<file path="src/rtl/mips_pipe_pkg.sv">
// Shared types and helpers for the MIPS EX/MEM pipeline: branch encodings,
// occupancy states and the packed EX/MEM bundle width.
package mips_pipe_pkg;

    localparam logic [1:0] BR_BEQ = 2'b00;
    localparam logic [1:0] BR_BNE = 2'b01;
    localparam logic [1:0] BR_JMP = 2'b10;

    typedef enum logic [1:0] {
        OCC_EMPTY = 2'd0,
        OCC_ONE   = 2'd1,
        OCC_FULL  = 2'd2
    } occ_e;

    // zeroflag, branch, mem_to_reg, reg_write, mem_read, mem_write
    localparam int CTRL_W = 6;

    function automatic int bundle_w(int addr_w, int data_w, int reg_w);
        return addr_w + 2 * data_w + reg_w + CTRL_W;
    endfunction

    // Reserved type 2'b11 is never taken.
    function automatic logic br_taken(logic branch, logic [1:0] btype, logic zf);
        case (btype)
            BR_BEQ:  return branch & zf;
            BR_BNE:  return branch & ~zf;
            BR_JMP:  return branch;
            default: return 1'b0;
        endcase
    endfunction

endpackage

</file>
<file path="src/rtl/ex_mem_pipe_stage_if.sv">
// EX/MEM stage bus: EX-side beat, MEM-side registered copy, freeze and flush.
// master = EX/MEM environment, slave = the pipeline stage.
interface ex_mem_pipe_stage_if #(
    parameter int DATA_W = 32,
    parameter int ADDR_W = 32,
    parameter int REG_W  = 5
);
    logic              hit;
    logic              flush;
    logic              in_valid;
    logic              in_ready;
    logic [ADDR_W-1:0] branch_target;
    logic [DATA_W-1:0] alu_result;
    logic [DATA_W-1:0] read_data_2;
    logic [REG_W-1:0]  write_reg;
    logic              branch;
    logic [1:0]        branch_type;
    logic              zeroflag;
    logic              mem_to_reg;
    logic              reg_write;
    logic              mem_read;
    logic              mem_write;

    logic              out_valid;
    logic              out_ready;
    logic [ADDR_W-1:0] branch_target_out;
    logic [DATA_W-1:0] alu_result_out;
    logic [DATA_W-1:0] read_data_2_out;
    logic [REG_W-1:0]  write_reg_out;
    logic              zeroflag_out;
    logic              branch_out;
    logic              mem_to_reg_out;
    logic              reg_write_out;
    logic              mem_read_out;
    logic              mem_write_out;
    logic              pcsrc_ex_mem;
    logic [1:0]        occupancy;

    modport master (
        output hit, flush, in_valid, branch_target, alu_result, read_data_2,
               write_reg, branch, branch_type, zeroflag, mem_to_reg,
               reg_write, mem_read, mem_write, out_ready,
        input  in_ready, out_valid, branch_target_out, alu_result_out,
               read_data_2_out, write_reg_out, zeroflag_out, branch_out,
               mem_to_reg_out, reg_write_out, mem_read_out, mem_write_out,
               pcsrc_ex_mem, occupancy
    );

    modport slave (
        input  hit, flush, in_valid, branch_target, alu_result, read_data_2,
               write_reg, branch, branch_type, zeroflag, mem_to_reg,
               reg_write, mem_read, mem_write, out_ready,
        output in_ready, out_valid, branch_target_out, alu_result_out,
               read_data_2_out, write_reg_out, zeroflag_out, branch_out,
               mem_to_reg_out, reg_write_out, mem_read_out, mem_write_out,
               pcsrc_ex_mem, occupancy
    );

endinterface

</file>
<file path="src/rtl/pipe_skid_buf.sv">
// Generic 2-entry valid/ready skid buffer with a global hold (hit = 0 freezes
// every flop) and flush. out_q is always the oldest beat.
module pipe_skid_buf import mips_pipe_pkg::*; #(
    parameter int WIDTH   = 8,
    parameter bit SKID_EN = 1'b1
) (
    input  logic             clk,
    input  logic             rst_n,
    input  logic             hit,
    input  logic             flush,
    input  logic             in_valid,
    output logic             in_ready,
    input  logic [WIDTH-1:0] in_data,
    output logic             out_valid,
    input  logic             out_ready,
    output logic [WIDTH-1:0] out_data,
    output logic [1:0]       occupancy,
    output logic             acc
);

    occ_e             state_q, state_d;
    logic [WIDTH-1:0] out_q, skid_q;
    logic             rel, load_out, load_skid, promote;

    assign out_valid = (state_q != OCC_EMPTY);
    assign out_data  = out_q;
    assign occupancy = state_q;
    assign acc       = in_valid & in_ready & hit & ~flush;
    assign rel       = out_valid & out_ready & hit;

    always_comb begin
        state_d   = state_q;
        load_out  = 1'b0;
        load_skid = 1'b0;
        promote   = 1'b0;
        if (hit) begin
            if (flush) begin
                state_d = OCC_EMPTY;
            end else begin
                case (state_q)
                    OCC_EMPTY: if (acc) begin
                        state_d  = OCC_ONE;
                        load_out = 1'b1;
                    end
                    OCC_ONE: begin
                        if (acc && rel) begin
                            load_out = 1'b1;
                        end else if (acc) begin
                            state_d   = OCC_FULL;
                            load_skid = 1'b1;
                        end else if (rel) begin
                            state_d = OCC_EMPTY;
                        end
                    end
                    OCC_FULL: if (rel) begin
                        state_d = OCC_ONE;
                        promote = 1'b1;
                    end
                    default: state_d = OCC_EMPTY;
                endcase
            end
        end
    end

    always_ff @(posedge clk) begin
        if (!rst_n) begin
            state_q <= OCC_EMPTY;
            out_q   <= '0;
            skid_q  <= '0;
        end else begin
            state_q <= state_d;
            if (load_out)
                out_q <= in_data;
            else if (promote)
                out_q <= skid_q;
            if (load_skid)
                skid_q <= in_data;
        end
    end

    // Registered ready breaks the combinational path from out_ready to EX.
    if (SKID_EN) begin : g_skid
        logic rdy_q;
        always_ff @(posedge clk) begin
            if (!rst_n)
                rdy_q <= 1'b1;
            else if (hit)
                rdy_q <= (state_d != OCC_FULL);
        end
        assign in_ready = rdy_q;
    end else begin : g_single
        assign in_ready = ~out_valid | out_ready;
    end

endmodule

</file>
<file path="src/rtl/ex_mem_pipe_stage.sv">
// Elastic EX/MEM stage: packs the EX bundle through a skid buffer, gates the
// MEM-side write enables with out_valid and registers branch resolution.
module ex_mem_pipe_stage import mips_pipe_pkg::*; #(
    parameter int DATA_W  = 32,
    parameter int ADDR_W  = 32,
    parameter int REG_W   = 5,
    parameter bit SKID_EN = 1'b1
) (
    input  logic                clk,
    input  logic                rst_n,
    ex_mem_pipe_stage_if.slave  bus
);

    localparam int BW = bundle_w(ADDR_W, DATA_W, REG_W);

    logic [BW-1:0] in_bundle, out_bundle;
    logic          acc, out_valid;
    logic          reg_write_q, mem_read_q, mem_write_q;
    logic          pcsrc_q;

    assign in_bundle = {bus.branch_target, bus.alu_result, bus.read_data_2,
                        bus.write_reg, bus.zeroflag, bus.branch, bus.mem_to_reg,
                        bus.reg_write, bus.mem_read, bus.mem_write};

    pipe_skid_buf #(.WIDTH(BW), .SKID_EN(SKID_EN)) u_skid (
        .clk       (clk),
        .rst_n     (rst_n),
        .hit       (bus.hit),
        .flush     (bus.flush),
        .in_valid  (bus.in_valid),
        .in_ready  (bus.in_ready),
        .in_data   (in_bundle),
        .out_valid (out_valid),
        .out_ready (bus.out_ready),
        .out_data  (out_bundle),
        .occupancy (bus.occupancy),
        .acc       (acc)
    );

    assign {bus.branch_target_out, bus.alu_result_out, bus.read_data_2_out,
            bus.write_reg_out, bus.zeroflag_out, bus.branch_out,
            bus.mem_to_reg_out, reg_write_q, mem_read_q, mem_write_q} = out_bundle;

    // An empty slot must never write memory or the register file.
    assign bus.out_valid     = out_valid;
    assign bus.reg_write_out = reg_write_q & out_valid;
    assign bus.mem_read_out  = mem_read_q  & out_valid;
    assign bus.mem_write_out = mem_write_q & out_valid;

    always_ff @(posedge clk) begin
        if (!rst_n)
            pcsrc_q <= 1'b0;
        else if (bus.hit)
            pcsrc_q <= acc & br_taken(bus.branch, bus.branch_type, bus.zeroflag);
    end

    assign bus.pcsrc_ex_mem = pcsrc_q;

endmodule

</file>
<file path="src/flat_wrapper.sv">
// flat-port wrapper written by rule: the top's interface ports become plain ports
module ex_mem_pipe_stage_flat import mips_pipe_pkg::*;
#(
    parameter int DATA_W  = 32,
    parameter int ADDR_W  = 32,
    parameter int REG_W   = 5,
    parameter bit SKID_EN = 1'b1
)
  (clk, rst_n, bus_hit, bus_flush, bus_in_valid, bus_branch_target, bus_alu_result, bus_read_data_2, bus_write_reg, bus_branch, bus_branch_type, bus_zeroflag, bus_mem_to_reg, bus_reg_write, bus_mem_read, bus_mem_write, bus_out_ready, bus_in_ready, bus_out_valid, bus_branch_target_out, bus_alu_result_out, bus_read_data_2_out, bus_write_reg_out, bus_zeroflag_out, bus_branch_out, bus_mem_to_reg_out, bus_reg_write_out, bus_mem_read_out, bus_mem_write_out, bus_pcsrc_ex_mem, bus_occupancy);
  ex_mem_pipe_stage_if #(.DATA_W(DATA_W), .ADDR_W(ADDR_W), .REG_W(REG_W)) bus_i ();
  input  logic clk;
  input  logic rst_n;
  input wire logic [$bits(bus_i.hit)-1:0] bus_hit;
  input wire logic [$bits(bus_i.flush)-1:0] bus_flush;
  input wire logic [$bits(bus_i.in_valid)-1:0] bus_in_valid;
  input wire logic [$bits(bus_i.branch_target)-1:0] bus_branch_target;
  input wire logic [$bits(bus_i.alu_result)-1:0] bus_alu_result;
  input wire logic [$bits(bus_i.read_data_2)-1:0] bus_read_data_2;
  input wire logic [$bits(bus_i.write_reg)-1:0] bus_write_reg;
  input wire logic [$bits(bus_i.branch)-1:0] bus_branch;
  input wire logic [$bits(bus_i.branch_type)-1:0] bus_branch_type;
  input wire logic [$bits(bus_i.zeroflag)-1:0] bus_zeroflag;
  input wire logic [$bits(bus_i.mem_to_reg)-1:0] bus_mem_to_reg;
  input wire logic [$bits(bus_i.reg_write)-1:0] bus_reg_write;
  input wire logic [$bits(bus_i.mem_read)-1:0] bus_mem_read;
  input wire logic [$bits(bus_i.mem_write)-1:0] bus_mem_write;
  input wire logic [$bits(bus_i.out_ready)-1:0] bus_out_ready;
  output wire logic [$bits(bus_i.in_ready)-1:0] bus_in_ready;
  output wire logic [$bits(bus_i.out_valid)-1:0] bus_out_valid;
  output wire logic [$bits(bus_i.branch_target_out)-1:0] bus_branch_target_out;
  output wire logic [$bits(bus_i.alu_result_out)-1:0] bus_alu_result_out;
  output wire logic [$bits(bus_i.read_data_2_out)-1:0] bus_read_data_2_out;
  output wire logic [$bits(bus_i.write_reg_out)-1:0] bus_write_reg_out;
  output wire logic [$bits(bus_i.zeroflag_out)-1:0] bus_zeroflag_out;
  output wire logic [$bits(bus_i.branch_out)-1:0] bus_branch_out;
  output wire logic [$bits(bus_i.mem_to_reg_out)-1:0] bus_mem_to_reg_out;
  output wire logic [$bits(bus_i.reg_write_out)-1:0] bus_reg_write_out;
  output wire logic [$bits(bus_i.mem_read_out)-1:0] bus_mem_read_out;
  output wire logic [$bits(bus_i.mem_write_out)-1:0] bus_mem_write_out;
  output wire logic [$bits(bus_i.pcsrc_ex_mem)-1:0] bus_pcsrc_ex_mem;
  output wire logic [$bits(bus_i.occupancy)-1:0] bus_occupancy;
  assign bus_i.hit = bus_hit;
  assign bus_i.flush = bus_flush;
  assign bus_i.in_valid = bus_in_valid;
  assign bus_i.branch_target = bus_branch_target;
  assign bus_i.alu_result = bus_alu_result;
  assign bus_i.read_data_2 = bus_read_data_2;
  assign bus_i.write_reg = bus_write_reg;
  assign bus_i.branch = bus_branch;
  assign bus_i.branch_type = bus_branch_type;
  assign bus_i.zeroflag = bus_zeroflag;
  assign bus_i.mem_to_reg = bus_mem_to_reg;
  assign bus_i.reg_write = bus_reg_write;
  assign bus_i.mem_read = bus_mem_read;
  assign bus_i.mem_write = bus_mem_write;
  assign bus_i.out_ready = bus_out_ready;
  assign bus_in_ready = bus_i.in_ready;
  assign bus_out_valid = bus_i.out_valid;
  assign bus_branch_target_out = bus_i.branch_target_out;
  assign bus_alu_result_out = bus_i.alu_result_out;
  assign bus_read_data_2_out = bus_i.read_data_2_out;
  assign bus_write_reg_out = bus_i.write_reg_out;
  assign bus_zeroflag_out = bus_i.zeroflag_out;
  assign bus_branch_out = bus_i.branch_out;
  assign bus_mem_to_reg_out = bus_i.mem_to_reg_out;
  assign bus_reg_write_out = bus_i.reg_write_out;
  assign bus_mem_read_out = bus_i.mem_read_out;
  assign bus_mem_write_out = bus_i.mem_write_out;
  assign bus_pcsrc_ex_mem = bus_i.pcsrc_ex_mem;
  assign bus_occupancy = bus_i.occupancy;
  ex_mem_pipe_stage #(.DATA_W(DATA_W), .ADDR_W(ADDR_W), .REG_W(REG_W), .SKID_EN(SKID_EN)) u_core (.clk(clk), .rst_n(rst_n), .bus(bus_i));
endmodule
</file>
<file path="config.mk">
export PLATFORM = sky130hd
export DESIGN_NAME = ex_mem_pipe_stage_flat
export DESIGN_NICKNAME = d
export VERILOG_FILES = /design/src/rtl/mips_pipe_pkg.sv /design/src/rtl/ex_mem_pipe_stage_if.sv /design/src/rtl/pipe_skid_buf.sv /design/src/rtl/ex_mem_pipe_stage.sv /design/src/flat_wrapper.sv
export SDC_FILE = /design/constraint.sdc
export NUM_CORES = 1
export LEC_CHECK = 0
export CAP_MARGIN = 25
export CORE_ASPECT_RATIO = 2
export CORE_MARGIN = 2
export CORE_UTILIZATION = 56
export DETAILED_ROUTE_END_ITERATION = 6
export MAX_ROUTING_LAYER = met4
export PLACE_DENSITY = 0.86
export SETUP_SLACK_MARGIN = 0.15
export SLEW_MARGIN = 10
export SYNTH_ARGS = -nofsm -noshare
export SYNTH_HDL_FRONTEND = slang
export SYNTH_SLANG_ARGS = --single-unit
</file>
<file path="constraint.sdc">
create_clock -name clk -period 5.05 [get_ports clk]
set_clock_uncertainty 0.15 [all_clocks]
set_input_delay 0.7575 -clock clk [delete_from_list [all_inputs] [get_ports clk]]
set_output_delay 0.7575 -clock clk [all_outputs]
set_load 0.02 [all_outputs]
</file>
* After elaboration in Yosys (flattened, before gate mapping)
Cells that the tools add are included.
** Word-level totals
- Output and inout bits :: 112
- Register bits :: 218
- Input port bits :: 115
- Logic and storage cells :: 54
** Operators by class
- Mux-type cells :: 26
- Bitwise operators :: 13
- Eq/ne operators :: 5
- Reduce and logical (&&, ||, !) cells :: 5
** Operators with widths (number)
- two-way mux 107 bit :: 2
- two-way mux 1 bit :: 14
- two-way mux 2 bit :: 7
- AND 1 bit :: 11
- one-hot mux 2 bit (3 select lines) :: 1
- == test 2 x 1 -> 1 bit, second input constant :: 2
- == test 2 bit, second input constant :: 2
- zero test 2 bit :: 2
- nonzero test 2 bit :: 2
- one-hot mux 1 bit (3 select lines) :: 1
- != test 2 bit, second input constant :: 1
- NOT 1 bit :: 2
- one-hot mux 1 bit (2 select lines) :: 1
- logical AND 1 bit :: 1

* Logic depth before layout (Yosys ltp)
- Word-level depth :: 10
- Depth in mapped cells :: 8
- Gate-level depth less buffers :: 3

* Hierarchy
From an unflattened synthesis, not the netlist that was laid out.
** Unflattened totals
- Cell total of the unflattened synthesis :: 1167
- Area total of the unflattened synthesis :: 9860.7 um^2
** By module, submodules not included
- pipe_skid_buf :: instances 1, seq. area each 4344.2 um^2, area each 9788.1 um^2, cells each 1158
- ex_mem_pipe_stage :: instances 1, seq. area each 20.0 um^2, area each 72.6 um^2, cells each 9

* Worst setup path before layout
OpenSTA, ideal clock, no wires.
- Kind :: reg2out
- Start point :: register u_core.u_skid.state_q[1] (netlist: u_core.u_skid.occupancy[1])
- End point :: output bus_mem_read_out
- Slack :: 2.705 ns
- Data required time :: 4.143 ns
- Arrival time :: 1.438 ns
- Stages on the path, launching flop included :: 6
- Path buffers :: 3
- Cells stage by stage :: dfxtp_1 > clkbuf_1 > buf_2 > buf_2 > nor2_1 > nor2b_1
** Between the ends
- Cells in the longest elaborated chain, start to end :: 2
** Ends and longest elaborated chain
- start, declared :: line pipe_skid_buf.sv:21 : occ_e state_q, state_d;
- start signal, assigned :: line pipe_skid_buf.sv:71 : state_q <= state_d;
- nonzero test 2 bit :: line pipe_skid_buf.sv:25 : assign out_valid = (state_q != OCC_EMPTY);
- AND 1 bit :: line ex_mem_pipe_stage.sv:47 : assign bus.mem_read_out = mem_read_q & out_valid;
- end, declared :: line flat_wrapper.sv:38 : output wire logic [$bits(bus_i.mem_read_out)-1:0] bus_mem_read_out;
No other way between the ends.

* Final worst setup path
- Start point :: register u_core.u_skid.state_q[1] (netlist: u_core.u_skid.occupancy[1])
- End point :: output bus_occupancy[1]
** RTL lines
- end, declared :: line flat_wrapper.sv:41 : output wire logic [$bits(bus_i.occupancy)-1:0] bus_occupancy;
No word-level cell between the ends.

==> flow_summary.toml <==
[setup_path]
cp.required_ns = 4.14
crit_fanout = 91
arrival_ns = 2.82
cp-start-kind = "register"
worst-setup-path-type = "reg2out"
crit_path_end_kind = "output port"

[yosys]
synth_area_leaders = "dfxtp_1 40%, o41ai_1 8.6%, o31ai_1 7.4%"
syn-num-nets = 1411
synth_top_area_frac = 0.402
synth_area_per_cell_sq_um = 8.37
yosysSeqAreaShare = 0.402
ys_ff_latch = 218
synthCells = 1296
ys_types = 35
synth_largest_area_cell = "dfxtp_1"
yosysWarnings = 0
synth_area_sq_um = 10800

[routing]
postRouteWirelength_um = 34400
antenna_left = 0
drt_pass1_iterations = 5
post-route-drc-count = 0
drt-wirelength-per-cell_um = 22.3
vias = 11100
drtIter0Drc = 1367
vias_per_cell = 7.22

[clock_tree]
clock_path_buffers = 3
cts_hold_buf = 0
cts_setup_buffers = 0
clk_latency_ns = 0.50
cts_buffers = 19
clk_pin_slew_ns = 0.07
cts_max_level = 1
cts-root-buf = "clkbuf_16"
cts_tree = "built"
ctsResizeCount = 0
clock-sinks = 218

[timing]
fmax_ghz = 0.268
rsz0062_at_grt = "false"
finalSetupTns_ns = 0
post-route-period-util = 0.738
finalHoldViolCount = 0
setup_viol = 0
post-route-min-period_ns = 3.73
slew_headroom = 0.300
drv_slew = 0
worstMarginPinSlew_ns = 1.05
holdWs_ns = 0.314

[pwr]
p_leak_nw = 3.71
power_mw = 3.80
ir_drop_mv = 0.204
p_per_area_nw_per_um2 = 297

[job]
maxCapViolations = 0

[finish]
fin_nets = 1384
drive_gt1_frac = 0.0469
finish.utilization = 0.667
final_cell_mix = "224 x clkdlybuf4s50_1, 217 x dfxtp_1, 109 x a21oi_1"
area_growth_syn_to_layout_pct = 17.9
post-route-cell-area_sq_um = 12800
layout_commonest_cell = "clkdlybuf4s50_1"

[floorplanning]
core_area_sq_um = 19200
fp.dieH_um = 201
start_util = 0.565
fp.dieW_um = 102
ioPinCount = 227
fp.dieArea_sq_um = 20600
rows = 72

[grt]
antenna_found_initial = 5
gr-usage-met1 = 0.434
grt_overflow_total = 0
track_usage = 0.327
met2_usage = 0.477
met3_usage = 0.0397
grt_first_pass_wirelength_um = 54200
first_global_vias = 10300
grt_max_degree = 218
grt.busiest_layer = "met2"

[hold_path]
hold_class = "reg2reg"

[place]
placed_area_sq_um = 12200
dp_hpwl_um = 17900
portBuffers = 226
routabilityCongestion = 0.818

[outcome]
status = "completed"
cells in the mapped netlist (all sizes together):
cell type,n
and4bb,1
buf,141
nand2,2
nand3b,1
o41ai,107
nor3,1
o221ai,1
nand4,108
nand2b,2
dfxtp,218
or3,2
o21ai,109
o21a,1
and3,1
a31oi,107
o31ai,107
a21boi,1
o31a,1
nor2,3
clkbuf,152
nand3,107
clkinv,1
a21bo,1
nand4bb,1
and4b,1
a2111oi,1
inv,3
nor2b,4
a21oi,109
nand4b,2
final cells by class:
type / instances / area [sq um]
Antenna cell: 5 / 12.5
Clock buffer: 29 / 573
Clock inverter: 3 / 43.8
Fill cell: 1547 / 6400
Inverter: 4 / 17.5
Multi-Input combinational cell: 781 / 4960
Sequential cell: 218 / 4370
Tap cell: 259 / 324
Timing Repair Buffer: 245 / 2490
flip-flops by register name, indices dropped and copies added (netlist names):
| register | cells |
|---|---|
| u_core.u_skid.occupancy | 2 |
| u_core.u_skid.skid_q | 107 |
| u_core.bus.pcsrc_ex_mem | 1 |
| u_core.u_skid.out_data | 107 |
| u_core.u_skid.in_ready | 1 |
metrics by stage:
step	std cells	setup slack, ns
2_1_floorplan	1296	2.70
3_3_place_gp	1505	1.56
3_5_place_dp	1507	1.47
4_1_cts	1539	1.36
5_1_grt	1544	1.20
6_report	1544	1.32
logic make-up (layout without fill, tap and decap cells):
| logic type | count (synthesis) | after routing | share of synthesized area |
|---|---|---|---|
| simple gates | 236 | 236 | 0.124 |
| flops | 218 | 218 | 0.402 |
| compound gates | 545 | 545 | 0.328 |
| buf+inv | 297 | 281 | 0.146 |
| other cells | 0 | 5 | 0 |
critical path, stage by stage (launching register included):
cell	delay (ns)
dfxtp_4	0.69
buf_4	0.84
clkdlybuf4s50_1	0.76
layer usage:
layer	routed length [um]	vias to the layer above
met1	13400	5342
met2	16200	752
met5	0	-
li1	-	4920
met4	1830	0
met3	2970	129
power breakdown:
group	internal (mW)	total, mW	switching, mW
logic	0.221	0.504	0.283
registers	1.77	1.80	0.0320
clock network	0.834	1.50	0.661
total	2.82	3.80	0.976
path summary, 6_finish.rpt:
check	from	endpoint	cells after the start	slack [ns]
setup reg to reg	u_core.u_skid.occupancy[1]	u_core.u_skid.out_data[43]	5	1.93
hold reg to reg	u_core.u_skid.skid_q[67]	u_core.u_skid.skid_q[67]	2	0.31
hold / removal	u_core.u_skid.skid_q[67]	u_core.u_skid.skid_q[67]	2	0.31
setup / recovery	u_core.u_skid.occupancy[1]	bus_occupancy[1]	2	1.32
(Power assumes the default switching activity.)
